==> src/rtl/count_dir_pkg.sv <==
// rtl/count_dir_pkg.sv - shared types, constants and code arithmetic for the count direction decoder
//
// Contents:
//   dec_state_t - decoder FSM states (IDLE, TRACK, FAULT)
//   DIR_UP / DIR_DOWN - direction encoding, matching the counter's direction input
//   CODE_W - width of the counter code
//   code_delta() - 2-bit modular difference a - b between two counter codes
package count_dir_pkg;

  typedef enum logic [1:0] {
    IDLE  = 2'd0,
    TRACK = 2'd1,
    FAULT = 2'd2
  } dec_state_t;

  localparam logic DIR_UP   = 1'b0;
  localparam logic DIR_DOWN = 1'b1;
  localparam int   CODE_W   = 2;

  // Modulo-4 subtraction falls out of the 2-bit truncation, so 3->0 yields 1
  // (up) and 0->3 yields 3 (down).
  function automatic logic [CODE_W-1:0] code_delta(input logic [CODE_W-1:0] a,
                                                   input logic [CODE_W-1:0] b);
    return a - b;
  endfunction

endpackage

==> src/rtl/count_sync2.sv <==
// rtl/count_sync2.sv - two-flop synchroniser per bit with asynchronous active-low reset
//
// Ports:
//   clk   - destination clock
//   reset - asynchronous active-low reset; both flop stages clear to 0
//   d     - asynchronous input bus
//   q     - synchronised output bus, two clk cycles behind d
module count_sync2 #(
  parameter int W = 2
) (
  input  logic         clk,
  input  logic         reset,
  input  logic [W-1:0] d,
  output logic [W-1:0] q
);

  logic [W-1:0] meta;

  always_ff @(posedge clk or negedge reset) begin
    if (!reset) begin
      meta <= '0;
      q    <= '0;
    end else begin
      meta <= d;
      q    <= meta;
    end
  end

endmodule

==> src/rtl/count_direction_decoder.sv <==
// rtl/count_direction_decoder.sv - recovers step direction and signed position from a 2-bit up/down counter code
//
// Optional feature macro: CODE_SYNC_EN (count_in passes through count_sync2 first;
// latency grows from 1 to 3 cycles).
//
// Ports:
//   clk        - system clock, rising edge
//   reset      - asynchronous active-low reset
//   count_in   - counter code {Q_B, Q_A}
//   clear      - synchronous clear of position, overflow and fault (active-high)
//   locked     - reference code captured, tracking
//   step_valid - one-cycle pulse per legal step
//   dir        - direction of last legal step (0 up, 1 down), held between steps
//   position   - signed net step count since reset/clear
//   overflow   - sticky limit hit (SATURATE=1) or wrap (SATURATE=0)
//   error      - high while in FAULT
module count_direction_decoder
  import count_dir_pkg::*;
#(
  parameter int POS_W    = 16,
  parameter bit SATURATE = 1'b1
) (
  input  logic                    clk,
  input  logic                    reset,
  input  logic [CODE_W-1:0]       count_in,
  input  logic                    clear,
  output logic                    locked,
  output logic                    step_valid,
  output logic                    dir,
  output logic signed [POS_W-1:0] position,
  output logic                    overflow,
  output logic                    error
);

  localparam logic [POS_W-1:0] POS_MAX = {1'b0, {(POS_W-1){1'b1}}};
  localparam logic [POS_W-1:0] POS_MIN = {1'b1, {(POS_W-1){1'b0}}};
  localparam logic [POS_W-1:0] POS_ONE = {{(POS_W-1){1'b0}}, 1'b1};

  logic [CODE_W-1:0] code;

`ifdef CODE_SYNC_EN
  count_sync2 #(.W(CODE_W)) u_sync (
    .clk   (clk),
    .reset (reset),
    .d     (count_in),
    .q     (code)
  );
`else
  assign code = count_in;
`endif

  dec_state_t        state, state_nxt;
  logic [CODE_W-1:0] last_code, last_code_nxt;
  logic [CODE_W-1:0] delta;
  logic              locked_nxt, step_valid_nxt, dir_nxt, overflow_nxt, error_nxt;
  logic [POS_W-1:0]  position_nxt;

  assign delta = code_delta(code, last_code);

  // State register
  always_ff @(posedge clk or negedge reset) begin
    if (!reset) state <= IDLE;
    else        state <= state_nxt;
  end

  // Next-state logic; clear overrides everything, including a fault.
  always_comb begin
    state_nxt = state;
    if (clear) begin
      state_nxt = IDLE;
    end else begin
      unique case (state)
        IDLE:    state_nxt = TRACK;
        TRACK:   if (delta == 2'd2) state_nxt = FAULT;
        FAULT:   state_nxt = FAULT;
        default: state_nxt = IDLE;
      endcase
    end
  end

  // Output / datapath next values; every output is registered below.
  always_comb begin
    last_code_nxt  = last_code;
    locked_nxt     = locked;
    step_valid_nxt = 1'b0;
    dir_nxt        = dir;
    position_nxt   = position;
    overflow_nxt   = overflow;
    error_nxt      = error;
    if (clear) begin
      position_nxt = '0;
      overflow_nxt = 1'b0;
      error_nxt    = 1'b0;
      locked_nxt   = 1'b0;
    end else begin
      unique case (state)
        IDLE: begin
          last_code_nxt = code;
          locked_nxt    = 1'b1;
        end
        TRACK: begin
          last_code_nxt = code;
          unique case (delta)
            2'd1: begin
              step_valid_nxt = 1'b1;
              dir_nxt        = DIR_UP;
              if (position == POS_MAX) begin
                overflow_nxt = 1'b1;
                if (!SATURATE) position_nxt = position + POS_ONE;
              end else begin
                position_nxt = position + POS_ONE;
              end
            end
            2'd3: begin
              step_valid_nxt = 1'b1;
              dir_nxt        = DIR_DOWN;
              if (position == POS_MIN) begin
                overflow_nxt = 1'b1;
                if (!SATURATE) position_nxt = position - POS_ONE;
              end else begin
                position_nxt = position - POS_ONE;
              end
            end
            2'd2: begin
              error_nxt  = 1'b1;
              locked_nxt = 1'b0;
            end
            default: ;
          endcase
        end
        default: ;
      endcase
    end
  end

  always_ff @(posedge clk or negedge reset) begin
    if (!reset) begin
      last_code  <= '0;
      locked     <= 1'b0;
      step_valid <= 1'b0;
      dir        <= 1'b0;
      position   <= '0;
      overflow   <= 1'b0;
      error      <= 1'b0;
    end else begin
      last_code  <= last_code_nxt;
      locked     <= locked_nxt;
      step_valid <= step_valid_nxt;
      dir        <= dir_nxt;
      position   <= position_nxt;
      overflow   <= overflow_nxt;
      error      <= error_nxt;
    end
  end

endmodule

==> config.mk <==
export PLATFORM = sky130hd
export DESIGN_NAME = count_direction_decoder
export DESIGN_NICKNAME = d
export VERILOG_FILES = /design/src/rtl/count_dir_pkg.sv /design/src/rtl/count_sync2.sv /design/src/rtl/count_direction_decoder.sv
export SDC_FILE = /design/constraint.sdc
export NUM_CORES = 1
export LEC_CHECK = 0
export CAP_MARGIN = 20
export CORE_ASPECT_RATIO = 0.7
export CORE_MARGIN = 5
export CORE_UTILIZATION = 56
export DETAILED_ROUTE_END_ITERATION = 10
export PLACE_DENSITY = 0.81
export SLEW_MARGIN = 30
export SYNTH_ARGS = -nofsm -noshare
export SYNTH_HDL_FRONTEND = slang
export SYNTH_SLANG_ARGS = --single-unit
export TNS_END_PERCENT = 10
==> constraint.sdc <==
create_clock -name clk -period 6.5 [get_ports clk]
set_clock_uncertainty 0.15 [all_clocks]
set_input_delay 0.975 -clock clk [delete_from_list [all_inputs] [get_ports clk]]
set_output_delay 0.975 -clock clk [all_outputs]
set_load 0.01 [all_outputs]
==> Word level (Yosys, flattened, before mapping) <==
Index checks and enable logic that the tools add are counted.
{ "totals": {"register_bits": 25, "in_bits": 5, "out_inout_bits": 21, "wordCells": 61} }
{ "classes": {"addsub": 3, "n_eq_ne": 12, "n_mux": 23, "bitwise_logic": 1, "reduce_logical": 14} }
{ "ops": {"columns": ["operator", "count"], "rows": [
  ["16-bit 2-to-1 mux", 4],
  ["16-bit one-hot mux with 2 select lines", 1],
  ["16-bit by 1-bit adder with 16-bit output (second input constant)", 1],
  ["16-bit by 15-bit == test with 1-bit output (second input constant)", 1],
  ["16-bit == test (second input constant)", 1],
  ["16-bit by 1-bit subtractor with 16-bit output (second input constant)", 1],
  ["3-bit != test (second input constant)", 5],
  ["1-bit 2-to-1 mux", 12],
  ["4-bit AND reduction", 2],
  ["2-bit == test (second input constant)", 3],
  ["1-bit one-hot mux with 2 select lines", 3],
  ["2-bit one-hot mux with 3 select lines", 1],
  ["2-bit AND reduction", 3],
  ["2-bit nonzero test", 3],
  ["3-bit nonzero test", 2],
  ["2-bit by 1-bit == test with 1-bit output (second input constant)", 2],
  ["2-bit 2-to-1 mux", 2],
  ["2-bit OR reduction", 2],
  ["3-bit AND reduction", 1],
  ["2-bit zero test", 1],
  ["2-bit subtractor", 1],
  ["1-bit NOT", 1]
]} }

==> Logic depth before layout (Yosys ltp) <==
{ "depth": {"word_depth": 6, "mapped_depth": 13, "ltp_nobuf": 11} }

==> Worst setup path before layout <==
OpenSTA, ideal clock, no wires.
{ "synth_path": {"kind": "input port to flip-flop", "start": "input port count_in[0]", "end": "register position[14]", "setup_ns": 0.078, "t_arrival_ns": 3.391, "required_time_ns": 6.272, "slack_ns": 2.882, "stages": 13, "n_path_buf": 3, "cell_sequence": "inv_1 -> ha_1 -> clkbuf_1 -> or2_1 -> buf_2 -> buf_6 -> xnor2_1 -> ha_1 -> nor4_1 -> nand4_1 -> a2111oi_0 -> and4b_1 -> o2bb2ai_1"} }
{ "synth_between": {"elab_chain_cells": 5, "word_cells_on_any_way": 10, "classes_between": "add/sub: 1; eq/ne: 4; mux: 3; reduce/logical: 2"} }
{ "synth_rtl": {"columns": ["item", "line_no", "source"], "rows": [
  ["start: declaration", "count_direction_decoder.sv:25", "input logic [CODE_W-1:0] count_in,"],
  ["2-bit subtractor (*)", "count_dir_pkg.sv:24", "return a - b;"],
  ["2-bit == test or 2-bit by 1-bit == test with 1-bit output (tied branches)", "count_direction_decoder.sv:103", "unique case (delta)"],
  ["16-bit one-hot mux with 2 select lines", "count_direction_decoder.sv:103", null],
  ["16-bit 2-to-1 mux", "count_direction_decoder.sv:96", "unique case (state)"],
  ["16-bit 2-to-1 mux", "count_direction_decoder.sv:90", "if (clear) begin"],
  ["end signal: assignment", "count_direction_decoder.sv:150", "position <= position_nxt;"],
  ["end: declaration", "count_direction_decoder.sv:30", "output logic signed [POS_W-1:0] position,"]
]} }
Every way passes the cells marked *; elsewhere a longest branch is shown, timed or not. The select of a mux whose other input is x is not followed.
A chain may end at the register's enable or synchronous reset.

==> Final worst setup path <==
Same ends and word-level chain as after synthesis.

==> impl_metrics.ini <==
[placement]
detailed_place_hpwl_mm = 3.484
io_buffer_count = 25
place_worst_setup_slack_ns = 1.958
gp_congestion = 0.9458

[die]
core_area_mm2 = 0.003191
die_area_mm2 = 0.004622
floorplan.initialDensity_pct = 58.75
floorplan.die.width_um = 79.15
io_pins = 26
floorplan.die.height_um = 58.41
std_cell_rows = 17

[clock_tree]
tritoncts.num_buffers = 3
ctsRootBufferMaster = sky130_fd_sc_hd__clkbuf_8
insertion_delay_ns = 0.27
postCtsResizedCells = 0
clk_pin_slew_worst_setup_hold_paths_ns = 0.09
postcts_setup_bufs = 0
tritoncts_clock_tree = yes
clockBufferDepth = 2
holdBufCountCts = 0
cts.sink_count = 25
h_tree_depth = 1

[grt]
met3_routing_resource_usage_after_global_routing_pct = 4.893
antenna_found_initial = 0
grt_pass1_wl_mm = 7.900
gr-total-overflow = 0
grtUsageTotal_pct = 21.36
gr-max-usage-layer = met2
grtUsageMet2_pct = 33.21
grt_start_max_net_pins = 26
met1_usage_pct = 31.04
first_global_vias = 1612

[power]
ir_drop_v = 0.0002392
cellLeakagePower_nw = 0.8979
powerDensity_mw_per_mm2 = 443.5

[critical_path]
critical_path.reg2reg.endpoint = position[14]
worst_setup_path_start_kind = primary input
critical_path.most_common_cell = sky130_fd_sc_hd__ha_1
worst-setup-path-type = primary input to flop
worst_setup_path_end_kind = flop
timing.reg2reg.worst_path_depth = 10
worstPathRequired_ns = 6.55
cpPeakStageDelay_ns = 0.52
timing.critical_path.slowest_stage_cell = sky130_fd_sc_hd__or2_1
r2r_slack_ns = 2.93
timing.critical_path.fanout_max = 14
worstReg2RegStart = last_code[0]
cp.arrival_ns = 4.42
timing.critical_path.cells = clkdlybuf4s50_1, inv_1, ha_1, xnor3_1, or2_1, xnor2_1, ha_1, nor4_1, nand4_1, a2111oi_0, and4b_1, o2bb2ai_1

[timing]
fin_crit_share_pct = 67.25
tightestPinTransition_ns = 0.5992
post-route-worst-setup-slack_ns = 2.129
setup_repair_after_global_routing_missed_its_margin = false
period_minus_slack_ns = 4.371
tns_ns = 0
final-hold-violation-count = 0
final-max-slew-violation-count = 0
report.final.setup_viol = 0
fmax_ghz = 0.2288
max-slew-margin-rel_pct = 60.05

[final_layout]
drive_gt1_share_pct = 10.00
area_growth_pct = 14.55
layout.cells.most_common = sky130_fd_sc_hd__dfrtp_1
insertedDiodeCount = 0
layout.nets = 242
mostFrequentLayoutCells = 25 x sky130_fd_sc_hd__dfrtp_1, 24 x sky130_fd_sc_hd__clkdlybuf4s50_1, 18 x sky130_fd_sc_hd__inv_1

[routing]
route.detailed.vias_per_inst = 6.825
ant_nets = 0
drt-total-wl_mm = 4.798
post-route-drc-count = 0
detail_route.wl_per_cell_um = 17.90
dr.pass1.iters = 6
drt_iter0_drc = 200
dr_total_vias = 1829

[synthesis]
synthesis.instances = 212
ys_async_sr_fraction_pct = 100.0
synth_nets = 223
synth-edff-count = 0
syn-mean-instance-area_um2 = 8.841
yosys.cell_types.count = 61
yosys_most_used_dff = sky130_fd_sc_hd__dfrtp_1
post_synth_instance_area_mm2 = 0.001874
ys_seq_elements = 25
synth-seq-area-share_pct = 33.38
yosys_warnings = 0

[min_path]
hold_path.class = flop to flop
min-delay-start = dir
holdPathEnd = dir
whs_path_depth = 2

[job]
maxCapViolCount = 0

[status]
status = finished, final reports clean
-- worst max-delay path by stage --
stage | startpoint | to | slack (ns)
after detailed placement | count_in[0] | position[14] | 1.96
after floorplan | count_in[0] | position[14] | 2.88
after global placement | count_in[0] | position[6] | 2.13
after CTS | count_in[0] | position[14] | 2.24
final | count_in[0] | position[14] | 2.13
after global routing | count_in[0] | position[14] | 1.80
-- layer usage --
metal  vias up  share of wire [%]
met5         -                  0
met4         0                1.4
met3        12                7.5
met2        97                 44
met1       870                 47
li1        850                  -
-- flip-flops by register name, indices dropped and copies added, names as in the netlist --
name,count
dir,1
error,1
last_code,2
locked,1
overflow,1
position,16
state,2
step_valid,1
-- cell usage after synthesis, drive strengths merged, types with 4 or more instances --
cell	number	area, µm²
buf	7	50.05
nor3	8	40.04
a21oi	8	43.79
o221ai	7	61.31
ha	6	75.07
nor4	12	90.09
nand3	9	50.05
o21ai	8	43.79
nand4	11	68.82
nor2	12	45.04
nand2	14	55.06
or2	6	37.54
and3	4	25.02
dfrtp	25	625.6
clkbuf	4	16.26
inv	19	73.82
-- through the flow --
stage               cell area (µm²)  util, %  hold WS, ns  total power, mW  cells
global placement               2106    66.00       0.3215           0.8216    264
detailed placement             2101    65.84       0.3207           0.8428    264
floorplan                      1874        -       0.3038           0.6973    212
global route                   2147    67.29       0.3747            1.025    268
CTS                            2147    67.29       0.3416           0.9427    268
finish                         2147    67.29       0.3309           0.9523    268
-- critical path: cells and delay by family --
kind / cells / cell delay (ns)
adder cells (fa/ha/maj): 2 / 0.47
AO/OA/AOI/OAI: 2 / 0.57
AND/OR/NAND/NOR: 4 / 1.31
XOR/XNOR: 2 / 0.60
buffers and inverters: 2 / 0.49
-- kinds of logic (layout without fill, tap and decap cells) --
family | after synthesis | count (layout) | share of synthesized area (%)
buffers and inverters | 30 | 48 | 7.476
AND/OR/NAND/NOR | 93 | 93 | 29.24
adder cells (fa/ha/maj) | 6 | 6 | 4.005
flip-flops | 25 | 25 | 33.38
multiplexers | 5 | 5 | 2.804
AO/OA/AOI/OAI | 50 | 50 | 20.96
XOR/XNOR | 3 | 3 | 2.136
-- cell type report --
cell class	instances	area (µm²)
clock buffers	3	41.29
clock inverters	1	5.005
fillers	244	1044
inverters	19	73.82
multi-input cells	157	1109
flip-flops and latches	25	625.6
well taps	38	47.55
repair buffers	25	245.2
-- report_power, final --
part	switching [mW]	internal, mW
Combinational	0.346	0.257
Clock	0.0528	0.0430
Sequential	0.0565	0.197
Total	0.455	0.497
No activity file was read; power rests on OpenSTA's default activity.
